File: src/rtl/tx_link_arbiter.sv
// -----------------------------------------------------------------------------
// tx_link_arbiter
//
// Shares the single UART transmit byte channel between two packet-oriented
// byte sources: requester A (trace frame serialiser, high rate) and requester B
// (housekeeping/stats reporter). Whole packets are granted, so bytes of two
// packets never interleave. A has fixed priority, but after STARVE_LIMIT
// consecutive A packets granted while B was waiting, B is forced in.
//
// Each accepted byte is registered onto tx_byte with a one-cycle transmit
// strobe, then one HOLD cycle gives the UART time to drop tx_free before the
// next byte can be accepted.
//
// Build option:
//   PKT_TIMEOUT_EN - when defined, an owner that leaves valid low mid-packet
//                    for TIMEOUT_CYCLES cycles loses the link; abort pulses
//                    for one cycle. When undefined, abort is tied to 0 and a
//                    stalled owner holds the link indefinitely.
//
// Parameters:
//   STARVE_LIMIT   - max consecutive A packets granted while B pends (1..15)
//   TIMEOUT_CYCLES - stall cycles before abort (only with PKT_TIMEOUT_EN)
//
// Ports:
//   clk       in   system clock
//   rst       in   synchronous active-low reset
//   a_data    in   [7:0] requester A byte
//   a_valid   in   A byte valid
//   a_last    in   A byte ends its packet
//   a_ready   out  A byte accepted when a_valid && a_ready
//   b_data    in   [7:0] requester B byte
//   b_valid   in   B byte valid
//   b_last    in   B byte ends its packet
//   b_ready   out  B byte accepted when b_valid && b_ready
//   tx_byte   out  [7:0] byte to UART
//   transmit  out  one-cycle strobe to UART
//   tx_free   in   UART transmit register available
//   grant     out  [1:0] one-hot owner {B,A}, 0 = none
//   busy      out  arbiter not idle
//   abort     out  one-cycle pulse on packet timeout
// -----------------------------------------------------------------------------
module tx_link_arbiter #(
    parameter int STARVE_LIMIT = 4
`ifdef PKT_TIMEOUT_EN
  , parameter int TIMEOUT_CYCLES = 4096
`endif
) (
    input  logic       clk,
    input  logic       rst,
    input  logic [7:0] a_data,
    input  logic       a_valid,
    input  logic       a_last,
    output logic       a_ready,
    input  logic [7:0] b_data,
    input  logic       b_valid,
    input  logic       b_last,
    output logic       b_ready,
    output logic [7:0] tx_byte,
    output logic       transmit,
    input  logic       tx_free,
    output logic [1:0] grant,
    output logic       busy,
    output logic       abort
);

    typedef enum logic [1:0] {
        IDLE = 2'd0,
        XFER = 2'd1,
        HOLD = 2'd2
    } state_t;

    localparam logic [1:0] GNT_NONE = 2'b00;
    localparam logic [1:0] GNT_A    = 2'b01;
    localparam logic [1:0] GNT_B    = 2'b10;

    localparam logic [3:0] STARVE_MAX = 4'(STARVE_LIMIT);

    state_t     state_q, state_d;
    logic [1:0] grant_q, grant_d;
    logic [3:0] starve_q, starve_d;
    logic       last_q, last_d;
    logic [7:0] tx_byte_q, tx_byte_d;
    logic       transmit_q, transmit_d;

`ifdef PKT_TIMEOUT_EN
    localparam int               TIMER_W = (TIMEOUT_CYCLES > 2) ? $clog2(TIMEOUT_CYCLES) : 1;
    localparam logic [TIMER_W-1:0] TIMER_LAST = TIMER_W'(TIMEOUT_CYCLES - 1);

    logic [TIMER_W-1:0] timer_q, timer_d;
    logic               abort_q, abort_d;
`endif

    // Current owner's byte stream, selected by the registered grant.
    logic       owner_valid;
    logic [7:0] owner_data;
    logic       owner_last;
    logic       owner_ready;
    logic       accept;

    always_comb begin
        owner_valid = grant_q[1] ? b_valid : a_valid;
        owner_data  = grant_q[1] ? b_data  : a_data;
        owner_last  = grant_q[1] ? b_last  : a_last;
        // Ready depends only on registered state and tx_free, never on valid,
        // so there is no combinational loop through the requesters.
        owner_ready = (state_q == XFER) && tx_free;
        accept      = owner_valid && owner_ready;
    end

    assign a_ready = owner_ready && grant_q[0];
    assign b_ready = owner_ready && grant_q[1];

    always_comb begin
        // NOTE: every signal gets a default before the case statement so no
        // path leaves one unassigned; that is what keeps this free of latches.
        state_d    = state_q;
        grant_d    = grant_q;
        starve_d   = starve_q;
        last_d     = last_q;
        tx_byte_d  = tx_byte_q;
        transmit_d = 1'b0;
`ifdef PKT_TIMEOUT_EN
        timer_d    = timer_q;
        abort_d    = 1'b0;
`endif

        case (state_q)
            IDLE: begin
`ifdef PKT_TIMEOUT_EN
                timer_d = '0;
`endif
                if (b_valid && (!a_valid || starve_q >= STARVE_MAX)) begin
                    grant_d  = GNT_B;
                    starve_d = '0;
                    state_d  = XFER;
                end else if (a_valid) begin
                    grant_d = GNT_A;
                    state_d = XFER;
                    // Only A grants that actually made B wait count toward starvation.
                    if (b_valid && starve_q < STARVE_MAX) begin
                        starve_d = starve_q + 4'd1;
                    end
                end
            end

            XFER: begin
                if (accept) begin
                    tx_byte_d  = owner_data;
                    transmit_d = 1'b1;
                    last_d     = owner_last;
                    state_d    = HOLD;
`ifdef PKT_TIMEOUT_EN
                    timer_d    = '0;
                end else if (!owner_valid) begin
                    if (timer_q == TIMER_LAST) begin
                        abort_d = 1'b1;
                        grant_d = GNT_NONE;
                        state_d = IDLE;
                        timer_d = '0;
                    end else begin
                        timer_d = timer_q + 1'b1;
                    end
`endif
                end
            end

            HOLD: begin
                // Covers the cycle in which the UART may still show tx_free high.
                if (last_q) begin
                    grant_d = GNT_NONE;
                    state_d = IDLE;
                end else begin
                    state_d = XFER;
                end
            end

            default: begin
                grant_d = GNT_NONE;
                state_d = IDLE;
            end
        endcase
    end

    always_ff @(posedge clk) begin
        // NOTE: state registers use non-blocking assignments so every flop
        // samples the values from before this edge, independent of order.
        if (!rst) begin
            state_q    <= IDLE;
            grant_q    <= GNT_NONE;
            starve_q   <= '0;
            last_q     <= 1'b0;
            tx_byte_q  <= '0;
            transmit_q <= 1'b0;
`ifdef PKT_TIMEOUT_EN
            timer_q    <= '0;
            abort_q    <= 1'b0;
`endif
        end else begin
            state_q    <= state_d;
            grant_q    <= grant_d;
            starve_q   <= starve_d;
            last_q     <= last_d;
            tx_byte_q  <= tx_byte_d;
            transmit_q <= transmit_d;
`ifdef PKT_TIMEOUT_EN
            timer_q    <= timer_d;
            abort_q    <= abort_d;
`endif
        end
    end

    assign tx_byte  = tx_byte_q;
    assign transmit = transmit_q;
    assign grant    = grant_q;
    assign busy     = (state_q != IDLE);
`ifdef PKT_TIMEOUT_EN
    assign abort    = abort_q;
`else
    assign abort    = 1'b0;
`endif

endmodule

File: config.mk
export PLATFORM = sky130hd
export DESIGN_NAME = tx_link_arbiter
export DESIGN_NICKNAME = d
export VERILOG_FILES = /design/src/rtl/tx_link_arbiter.sv
export SDC_FILE = /design/constraint.sdc
export NUM_CORES = 1
export LEC_CHECK = 0
export ABC_AREA = 1
export BUFFER_PORTS_ARGS = -buffer_cell sky130_fd_sc_hd__buf_4
export CAP_MARGIN = 5
export CELL_PAD_IN_SITES_DETAIL_PLACEMENT = 1
export CELL_PAD_IN_SITES_GLOBAL_PLACEMENT = 1
export CORE_MARGIN = 2
export CORE_UTILIZATION = 32
export DETAILED_ROUTE_END_ITERATION = 8
export GPL_ROUTABILITY_DRIVEN = 1
export PLACE_DENSITY = 0.79
export SYNTH_ARGS = -nofsm -noshare
export SYNTH_HDL_FRONTEND = slang
export SYNTH_SLANG_ARGS = --single-unit
File: constraint.sdc
create_clock -name clk -period 2.7 [get_ports clk]
set_input_delay 0.135 -clock clk [delete_from_list [all_inputs] [get_ports clk]]
set_output_delay 0.135 -clock clk [all_outputs]
set_load 0.02 [all_outputs]
== Word-level counts from Yosys, hierarchy flattened ==
Index checks and enable logic that the tools add are counted.
Word-level totals
  input port bits: 23
  flip-flop bits (word level): 18
  word-level logic and storage cells: 47
Cells by class
  mux-type cells: 15
  $lt $le $gt $ge: 2
  reduce and logical (&&, ||, !) cells: 17
  eq/ne operators: 5
  add/sub/neg operators: 1
  bitwise logic cells: 1
Operators with widths (count)
  $mux 4: 3
  $pmux 2 s3: 2
  $mux 2: 5
  $mux 8: 1
  $logic_and 1x1->1: 6
  $reduce_and 2->1: 3
  $reduce_and 3->1: 2
  $reduce_bool 2->1: 3
  $add 4x1->4 const B: 1
  $ge 4x3->1 const B: 1
  $lt 4x3->1 const B: 1
  $mux 1: 4
  $ne 2x2->1 const B: 2
  $ne 3x3->1 const B: 1
  $eq 2x1->1 const B: 1
  $eq 2x2->1 const B: 1
  $logic_not 2->1: 1
  $logic_not 1->1: 1
  $logic_or 1x1->1: 1
  $not 1->1: 1

== Depth between registers and ports, before layout ==
Gate-level depths: netlist of run 1.
  depth after elaboration: 5
  gate-level depth with buffers: 7
  mapped depth without buffers: 7

== Worst setup path before layout of run 1 ==
Ideal clock, no wire load.
  path type: register to output
  start: reg grant_q[1] (netlist: grant[1])
  end: out b_ready
  buffers on the path: 2
  data arrival time: 1.143 ns
  stages on the path, launching flop included: 5
  required time: 2.565 ns
  slack: 1.422 ns
  cells stage by stage: dfxtp_1 > buf_4 > inv_2 > buf_4 > nor2_1
On the way
  word-level cells in the longest chain between the ends: 1
RTL lines
  from (decl): line 79  | logic [1:0] grant_q, grant_d;
  from (signal assigned): line 200  | grant_q <= grant_d;
  $logic_and 1x1->1: line 111  | assign b_ready = owner_ready && grant_q[1];
  to (decl): line 57  | output logic b_ready,
Every way passes these cells.

== Final worst setup path of run 1 ==
Ends and elaborated chain as after synthesis.

==> out/qor.txt, run 1 <==
area share of and/or/nand/nor cells after synthesis: 35.82%
Tot GR Track Use: 16.64%
clk buf depth: 2
CP max FO: 13
XOR/XNOR Fraction of Synth Area: 0%
final setup vio count: 0
mux contribution to synthesized area: 0%
DRT iter0 DRCs: 14
grt total ovfl: 0
Synth Area in Compound Gates: 10.32%
Max Cap Violations: 0
worst skew pair latency: 0.29 ns
Slew Limit Fails: 0
crit path DAT: 1.38 ns
NetSw: 0.1919 mW
max incr delay on CP: 0.59 ns
total negative setup slack: 0 ns
Starting Density: 34.62%
setup bufs post-CTS: 0
number of I/O pins: 38
Worst path depth: 3
Hold Buf Count CTS: 0
CTS tree: done
largest net degree at the start of global routing: 16
port bufs: 36
design area: 0.001180 mm^2
via count: 925
Max IR drop VDD: 0.2687 mV
sequential power share: 47.8%
Die Y: 56.24 um
P_leak: 0.6179 nW
layout cell share with drive strength beyond 1: 27.75%
Data required, critical path: 2.57 ns
first-pass GRT wire length: 4119 um
CTS Buf Count: 3
Syn Std Cell Area: 873.3 um^2
htree depth: 1
drt total wl: 2469 um
Synth Register Bits: 18
outcome: completed
Tcrit/Tclk final: 56.05%
Place WS: 1.308 ns
Slowest cell on crit path: dfxtp_1
Final Skew: 0.002524 ns
Seq/Total Area, Yosys: 41.26%
CP Launch Type: register
Post-CTS Resized: 0
Post-DRT Antenna Nets: 0
n_diodes: 0
RSZ-0062 raised after global routing: no
P&R area growth vs syn: 35.10%
crit path to: b_ready
delay-heaviest family, CP: flip-flops
Min-Delay Path Class: in2reg
Yosys top cell by area: dfxtp_1
gpl congestion: 0.7459
core region area: 0.002522 mm^2
top post-synthesis cells by area: dfxtp_1, nand2_1, nor2_1
Syn Inst Count: 138
largest family of logic cells by synthesized area: simple AND/OR/NAND/NOR gates
Synth Area in Adders: 1.433%
vias in the first global route: 924
Std-Cell Rows: 18
Synth Warn #: 0
Post-DP HPWL: 2031 um
Gate power share: 25.4%
max frequency: 660.8 MHz
Synth Net Count: 162
PD cells: 527.7 mW/mm^2
Avg WL per Cell: 12.16 um
antenna violations before repair: 0
critical path class: reg2out
placed inst area: 0.001144 mm^2
die area: 0.003163 mm^2
via/cell ratio: 4.557
clock slew at reported path FFs: 0.10 ns
worst-path cell chain: inv_2 -> nor2_1 -> buf_4
Sw Share: 30.83%
chip width: 56.24 um
Layout fillers: 348
Tmin final: 1.513 ns
CP Buf/Inv Count: 2
Crit Reg-Reg Startpoint: grant[1]$_SDFFE_PN0P_
post-synthesis area per instance: 6.329 um^2
Setup crit end kind: primary output
drt drc: 0
DRT Pass-1 Iters: 4
Root Buffer Master: clkbuf_4
clk sinks: 18
fin nets: 198
Hold Fails Final Rpt: 0
worst hold slack: 0.1543 ns
final core occ: 46.78%
Clk network pwr share: 26.8%
setup slack, reg-to-reg: 1.31 ns
worst r2r path cells: 6
Final WS setup: 1.187 ns
crit path from: grant[1]$_SDFFE_PN0P_
share of the synthesized area in the top cell type: 41.26%
RR Endpoint: tx_byte[1]$_SDFFE_PN0P_
Yosys cell types: 16
Int Pwr: 0.4307 mW
-- per-layer routing --
layer | share of wire [%] | GRT usage, % | routed length, um
met3 | 3.6 | 3.721 | 89
met1 | 44 | 19.30 | 1077
met5 | 0 | 0 | 0
met2 | 52 | 30.08 | 1275
met4 | 1.1 | 5.102 | 27
-- placed cells by master, fill, tap and decap left out, drive strengths merged --
master / count
a21oi: 5
buf: 36
clkbuf: 4
conb: 1
dfxtp: 18
ha: 1
inv: 15
nand2: 46
nand3: 2
nor2: 32
o21ai: 13
-- per-stage QoR --
step / std cells / power (mW)
2_1_floorplan: 138 / 0.3995
3_3_place_gp: 199 / 0.4565
3_5_place_dp: 199 / 0.4642
4_1_cts: 203 / 0.6327
5_1_grt: 203 / 0.6610
6_report: 203 / 0.6226
-- worst reg2reg max path: stages (launching register included) --
cell,delay (ns)
dfxtp_1,0.59
nand2_1,0.09
o21ai_1,0.11
nand2_2,0.18
inv_2,0.19
nor2_1,0.06
nor2_1,0.10
-- area by class of cell --
class / instances / area, um^2 / share of cell area (%)
timing repair buffer: 36 / 270.3 / 22.91
inverter: 15 / 56.30 / 4.772
tap: 30 / 37.54 / 3.181
multi-input combinational: 100 / 419.2 / 35.52
clock buffer: 4 / 36.28 / 3.075
sequential: 18 / 360.3 / 30.54
-- how the worst min path moves through the flow --
| stage | start | endpoint | slack [ns] | depth (start not counted) |
|---|---|---|---|---|
| 6_report | rst | grant[1]$_SDFFE_PN0P_ | 0.15 | 3 |
| 5_1_grt | rst | grant[0]$_SDFFE_PN0P_ | 0.16 | 3 |
| 4_1_cts | rst | grant[0]$_SDFFE_PN0P_ | 0.14 | 3 |
| 3_5_place_dp | starve_q[3]$_SDFFE_PN0P_ | starve_q[3]$_SDFFE_PN0P_ | 0.44 | 2 |
| 3_3_place_gp | starve_q[3]$_SDFFE_PN0P_ | starve_q[3]$_SDFFE_PN0P_ | 0.43 | 2 |
| 2_1_floorplan | rst | state_q[0]$_SDFFE_PN0P_ | 0.26 | 2 |
-- cells in the mapped netlist, drive strengths merged --
master	n
buf	4
a21oi	5
nand3	2
inv	15
nor2	32
o21ai	13
conb	1
nand2	46
ha	1
clkbuf	1
dfxtp	18
-- state kept, by name (all words and copies together) (netlist names) --
signal	flops
starve_q	4
last_q	1
grant	2
state_q	2
tx_byte	8
transmit	1
-- kinds of logic (layout without fill, tap and decap cells) --
family                   after synthesis  count (layout)
adder cells (fa/ha/maj)                1               1
buffers and inverters                 20              55
AND/OR/NAND/NOR                       80              80
AO/OA/AOI/OAI                         18              18
flip-flops                            18              18
other                                  1               1
-- power by group through the flow --
stage | clock network (mW) | logic [mW] | registers (mW)
global route | 0.182 | 0.178 | 0.300
detailed placement | 0 | 0.161 | 0.304
finish | 0.167 | 0.158 | 0.298
floorplan | 0 | 0.0876 | 0.312
global placement | 0 | 0.154 | 0.302
CTS | 0.174 | 0.161 | 0.298
Note: power is estimated with default switching activity, not from simulation.
==> run 2: changes to the inputs <==
- CORE_UTILIZATION: 32 -> 30
- PLACE_DENSITY: 0.79 -> 0.75
- clock period: 2.7 -> 1.6 ns (I/O delays scaled with it)
==> run 2 against run 1 <==
- clock power increased by 29%
- combinational power increased by 73%
- core utilization decreased by 4.2 points
- final cell count increased by 0.49%
- clock skew increased by 0.0021 ns
- sequential share of layout area increased by 0.13 points
- worst setup slack got worse by 0.92 ns
- global-route usage decreased by 1.3 points
- cell area decreased by 0.42%
==> out/qor.txt, run 2 (same netlist as run 1, synthesis figures left out) <==
outcome: completed
clk sinks: 18 (unchanged)
largest net degree at the start of global routing: 16 (unchanged)
gpl congestion: 0.7778 (+4.3%)
most frequent cells in the layout: nand2_1, buf_4, nor2_1
Place WS: 0.3840 ns (-0.9239 ns)
n_diodes: 0 (unchanged)
Root Buffer Master: clkbuf_4
chip width: 57.96 um (+3.0%)
sequential power share: 50.2% (+2.4 points)
P_leak: 0.6159 nW (-0.32%)
port bufs: 36 (unchanged)
Int Pwr: 0.6790 mW (+58%)
max FFs per register: 8 (unchanged)
Final WS setup: 0.2658 ns (-0.9208 ns)
first-pass GRT wire length: 4008 um (-2.7%)
Clk network pwr share: 22.0% (-4.8 points)
layout cell share with drive strength beyond 1: 27.75% (unchanged)
number of I/O pins: 38 (unchanged)
via/cell ratio: 4.549 (-0.17%)
DRT Pass-1 Iters: 4 (unchanged)
crit path DAT: 1.25 ns (-0.13 ns)
Hold Buf Count CTS: 0 (unchanged)
Die Y: 57.96 um (+3.0%)
NetSw: 0.3063 mW (+60%)
via count: 928 (+0.32%)
CP Launch Type: register
Starting Density: 31.67% (-3.0 points)
PD cells: 838.6 mW/mm^2 (+59%)
critical path class: reg2out
CP max FO: 11 (-2)
Max Cap Violations: 0 (unchanged)
Final Skew: 0.004670 ns (+0.002146 ns)
RSZ-0062 raised after global routing: no
grt total ovfl: 0 (unchanged)
DRT iter0 DRCs: 20 (+6)
core region area: 0.002758 mm^2 (+9.3%)
vias in the first global route: 959 (+3.8%)
Avg WL per Cell: 11.33 um (-6.9%)
CTS Buf Count: 3 (unchanged)
Post-CTS Resized: 0 (unchanged)
commonest non-fill, non-tap cell in the layout: nand2_1
Min-Delay Path Class: in2reg
clk buf depth: 2 (unchanged)
antenna violations before repair: 0 (unchanged)
total negative setup slack: 0 ns (unchanged)
drt total wl: 2311 um (-6.4%)
worst skew pair latency: 0.29 ns (about the same)
Std-Cell Rows: 19 (+1)
drt drc: 0 (unchanged)
fin nets: 199 (+0.51%)
htree depth: 1 (unchanged)
Tcrit/Tclk final: 83.38%
P&R area growth vs syn: 34.53%
Data required, critical path: 1.52 ns (-1.05 ns)
Tot GR Track Use: 15.32% (-1.3 points)
Max IR drop VDD: 0.4881 mV (+82%)
Post-DRT Antenna Nets: 0 (unchanged)
Hold Fails Final Rpt: 0 (unchanged)
clock slew at reported path FFs: 0.10 ns (about the same)
max frequency: 749.5 MHz
Sw Share: 31.09% (+0.26 points)
CTS tree: done
Post-DP HPWL: 1906 um (-6.2%)
final setup vio count: 0 (unchanged)
Tmin final: 1.334 ns
Gate power share: 27.8% (+2.4 points)
Setup crit end kind: primary output
setup bufs post-CTS: 0 (unchanged)
Slew Limit Fails: 0 (unchanged)
die area: 0.003359 mm^2 (+6.2%)
==> run 2: layout make-up <==
class / count / area, um^2
timing repair buffer: 37 / 277.8
inverter: 15 / 56.30
fill: 379 / 1583
tap: 31 / 38.79
multi-input combinational: 100 / 419.2
clock buffer: 3 / 22.52
sequential: 18 / 360.3
==> run 2: worst max-delay path, stage by stage (launching register included) <==
cell	delay, ns
dfxtp_1	0.38
buf_4	0.20
inv_2	0.12
nor2_1	0.12
buf_4	0.14
==> run 2: power groups by stage <==
stage / clock (mW) / combinational, mW / sequential, mW
finish: 0.216 / 0.274 / 0.495
global route: 0.239 / 0.313 / 0.498
CTS: 0.227 / 0.282 / 0.495
detailed placement: 0 / 0.281 / 0.505
global placement: 0 / 0.272 / 0.504
floorplan: 0 / 0.148 / 0.526
==> run 2: per-stage QoR <==
| step | hold slack [ns] | utilization, % | power (mW) | instances | cell area [um^2] |
|---|---|---|---|---|---|
| 2_1_floorplan | 0.2051 | - | 0.6742 | 138 | 873.3 |
| 3_3_place_gp | 0.4051 | 41.79 | 0.7759 | 201 | 1152 |
| 3_5_place_dp | 0.4159 | 41.79 | 0.7867 | 201 | 1152 |
| 4_1_cts | 0.09570 | 42.60 | 1.005 | 204 | 1175 |
| 5_1_grt | 0.1120 | 42.60 | 1.050 | 204 | 1175 |
| 6_report | 0.1079 | 42.60 | 0.9853 | 204 | 1175 |
==> run 2: metal layers <==
layer | up-vias | GRT usage (%) | wire (um)
met5 | - | 0 | 0
met4 | 0 | 5.980 | 36
met3 | 5 | 3.795 | 130
met2 | 27 | 26.14 | 1180
met1 | 406 | 18.46 | 964
li1 | 490 | - | -
==> run 2: final timing paths <==
path	start	endpoint	slack [ns]	cells after the start
hold reg to reg	starve_q[2]$_SDFFE_PN0P_	starve_q[2]$_SDFFE_PN0P_	0.46	2
setup / recovery	grant[1]$_SDFFE_PN0P_	b_ready	0.27	4
hold / removal	rst	grant[1]$_SDFFE_PN0P_	0.11	3
setup reg to reg	state_q[0]$_SDFFE_PN0P_	tx_byte[2]$_SDFFE_PN0P_	0.38	6
==> run 3: changes to the inputs <==
- clock period: 1.6 -> 1.3 ns (I/O delays scaled with it)
==> run 3 against run 2 <==
- combinational power increased by 32%
- core utilization increased by 1.6 points
- cell area increased by 3.8%
- non-clock buffer count unchanged
- clock-buffer cell count unchanged
- critical path depth increased by 2
- sequential power increased by 24%
- die area unchanged
- clock skew increased by 0.0035 ns
- via count increased by 1.7%
- final cell count unchanged
- power increased by 27%
- critical path type unchanged
- largest power group unchanged
==> out/qor.txt, run 3 (same netlist as run 1, synthesis figures left out) <==
outcome: completed
Inst Count DP: 201 (unchanged)
hold endpoint: grant[1]$_SDFFE_PN0P_
commonest non-fill, non-tap cell in the layout: nand2_1
fin nets: 199 (unchanged)
Tcrit/Tclk final: 97.30%
clk sinks: 18 (unchanged)
Avg WL per Cell: 12.12 um (+7.0%)
Tmin final: 1.265 ns
port bufs: 36 (unchanged)
Crit Reg-Reg Startpoint: state_q[1]$_SDFFE_PN0P_
worst skew pair latency: 0.29 ns (about the same)
DRT Pass-1 Iters: 3 (-1)
critical path class: reg2out
Setup crit end kind: primary output
core region area: 0.002758 mm^2 (unchanged)
via/cell ratio: 4.627 (+1.7%)
Die Y: 57.96 um (unchanged)
Max IR drop VDD: 0.4749 mV (-2.7%)
total negative setup slack: 0 ns (unchanged)
max incr delay on CP: 0.35 ns (-0.03 ns)
vias in the first global route: 940 (-2.0%)
Finished Layout Cells: 204 (unchanged)
clk buf depth: 2 (unchanged)
setup slack, reg-to-reg: 0.14 ns (-0.24 ns)
drt total wl: 2472 um (+7.0%)
Final Skew: 0.008137 ns (+0.003467 ns)
Hold Fails Final Rpt: 0 (unchanged)
DRT iter0 DRCs: 5 (-75%)
most frequent cells in the layout: nand2_1, buf_4, nor2_1
clock slew at reported path FFs: 0.11 ns (about the same)
worst r2r path cells: 7 (+1)
crit path DAT: 1.20 ns (-0.05 ns)
max frequency: 790.6 MHz
Post-DP HPWL: 2012 um (+5.6%)
max FFs per register: 8 (unchanged)
P&R area growth vs syn: 39.68%
Post-DRT Antenna Nets: 0 (unchanged)
gpl congestion: 0.7663 (-1.5%)
Min-Delay Path Class: in2reg
Data required, critical path: 1.24 ns (-0.28 ns)
layout cell share with drive strength beyond 1: 32.37% (+4.6 points)
largest net degree at the start of global routing: 16 (unchanged)
Tot GR Track Use: 15.54% (+0.22 points)
via count: 944 (+1.7%)
htree depth: 1 (unchanged)
worst-path cell chain: inv_2 -> nand2_4 -> nor2_4 -> inv_2 -> nor2_2 -> buf_6
CTS tree: done
PD cells: 1027 mW/mm^2 (+22%)
n_diodes: 0 (unchanged)
grt total ovfl: 0 (unchanged)
min-delay src: rst
drt drc: 0 (unchanged)
first-pass GRT wire length: 4022 um (+0.35%)
CP Launch Type: register
Slew Limit Fails: 0 (unchanged)
Max Cap Violations: 0 (unchanged)
RSZ-0062 raised after global routing: yes
number of I/O pins: 38 (unchanged)
Std-Cell Rows: 19 (unchanged)
final setup vio count: 0 (unchanged)
chip width: 57.96 um (unchanged)
RR Endpoint: tx_byte[2]$_SDFFE_PN0P_
Starting Density: 31.67% (unchanged)
worst hold stages: 3 (unchanged)
Root Buffer Master: clkbuf_4
Slowest cell on crit path: dfxtp_2
delay-heaviest family, CP: flip-flops
antenna violations before repair: 0 (unchanged)
P_leak: 0.6217 nW (+0.93%)
Worst path most repeated cell: inv_2
CTS Buf Count: 3 (unchanged)
die area: 0.003359 mm^2 (unchanged)
CP Buf/Inv Count: 3 (unchanged)
CP max FO: 3 (-8)
[run 3: worst min-delay path, stage by stage]
cell	delay (ns)
buf_4	0.16
nand2_1	0.08
nor2_1	0.03
[run 3: stage by stage]
step / cell area [um^2] / total power [mW] / util, % / hold WS (ns) / worst slack, ns
4_1_cts: 1181 / 1.246 / 42.83 / 0.08056 / 0.002633
5_1_grt: 1220 / 1.336 / 44.24 / 0.07647 / -0.02270
6_report: 1220 / 1.253 / 44.24 / 0.07771 / 0.03509
3_5_place_dp: 1152 / 0.9697 / 41.79 / 0.4021 / 0.08795
3_3_place_gp: 1152 / 0.9548 / 41.79 / 0.3900 / 0.1799
2_1_floorplan: 873.3 / 0.8298 / - / 0.1901 / 0.09174
[run 3: timing repair]
action	CTS	global route
endpoints found under the hold margin	0	0
hold buffers	0	0
resized for setup	3	14
setup buffers	0	0
setup endpoints to repair	2	11
pin swaps	0	3
[run 3: layer usage]
metal	wire length (um)	GRT usage (%)	vias up
met1	1043	18.31	431
met4	29	4.983	0
li1	-	-	491
met3	74	2.009	2
met5	0	0	-
met2	1324	28.90	20
[run 3: worst max path at each step]
| stage | startpoint | to | slack (ns) | depth (start not counted) |
|---|---|---|---|---|
| after floorplan | grant[1]$_SDFFE_PN0P_ | b_ready | 0.09 | 4 |
| after global placement | state_q[0]$_SDFFE_PN0P_ | tx_byte[1]$_SDFFE_PN0P_ | 0.18 | 6 |
| after detailed placement | state_q[0]$_SDFFE_PN0P_ | tx_byte[2]$_SDFFE_PN0P_ | 0.09 | 6 |
| after CTS | state_q[1]$_SDFFE_PN0P_ | b_ready | 0.003 | 6 |
| after global routing | state_q[1]$_SDFFE_PN0P_ | b_ready | -0.02 | 6 |
| final | state_q[1]$_SDFFE_PN0P_ | b_ready | 0.04 | 6 |
[run 3: cell type report]
| type | count | area (um^2) |
|---|---|---|
| multi-input cells | 100 | 441.7 |
| flip-flops and latches | 18 | 366.6 |
| clock buffers | 3 | 22.52 |
| inverters | 15 | 61.31 |
| well taps | 31 | 38.79 |
| fillers | 368 | 1538 |
| repair buffers | 37 | 289.0 |
[run 3: where the power goes]
group	internal [mW]	switching, mW	total [mW]
combinational	0.153	0.210	0.362
clock	0.107	0.171	0.278
sequential	0.587	0.0255	0.613
total	0.847	0.406	1.25
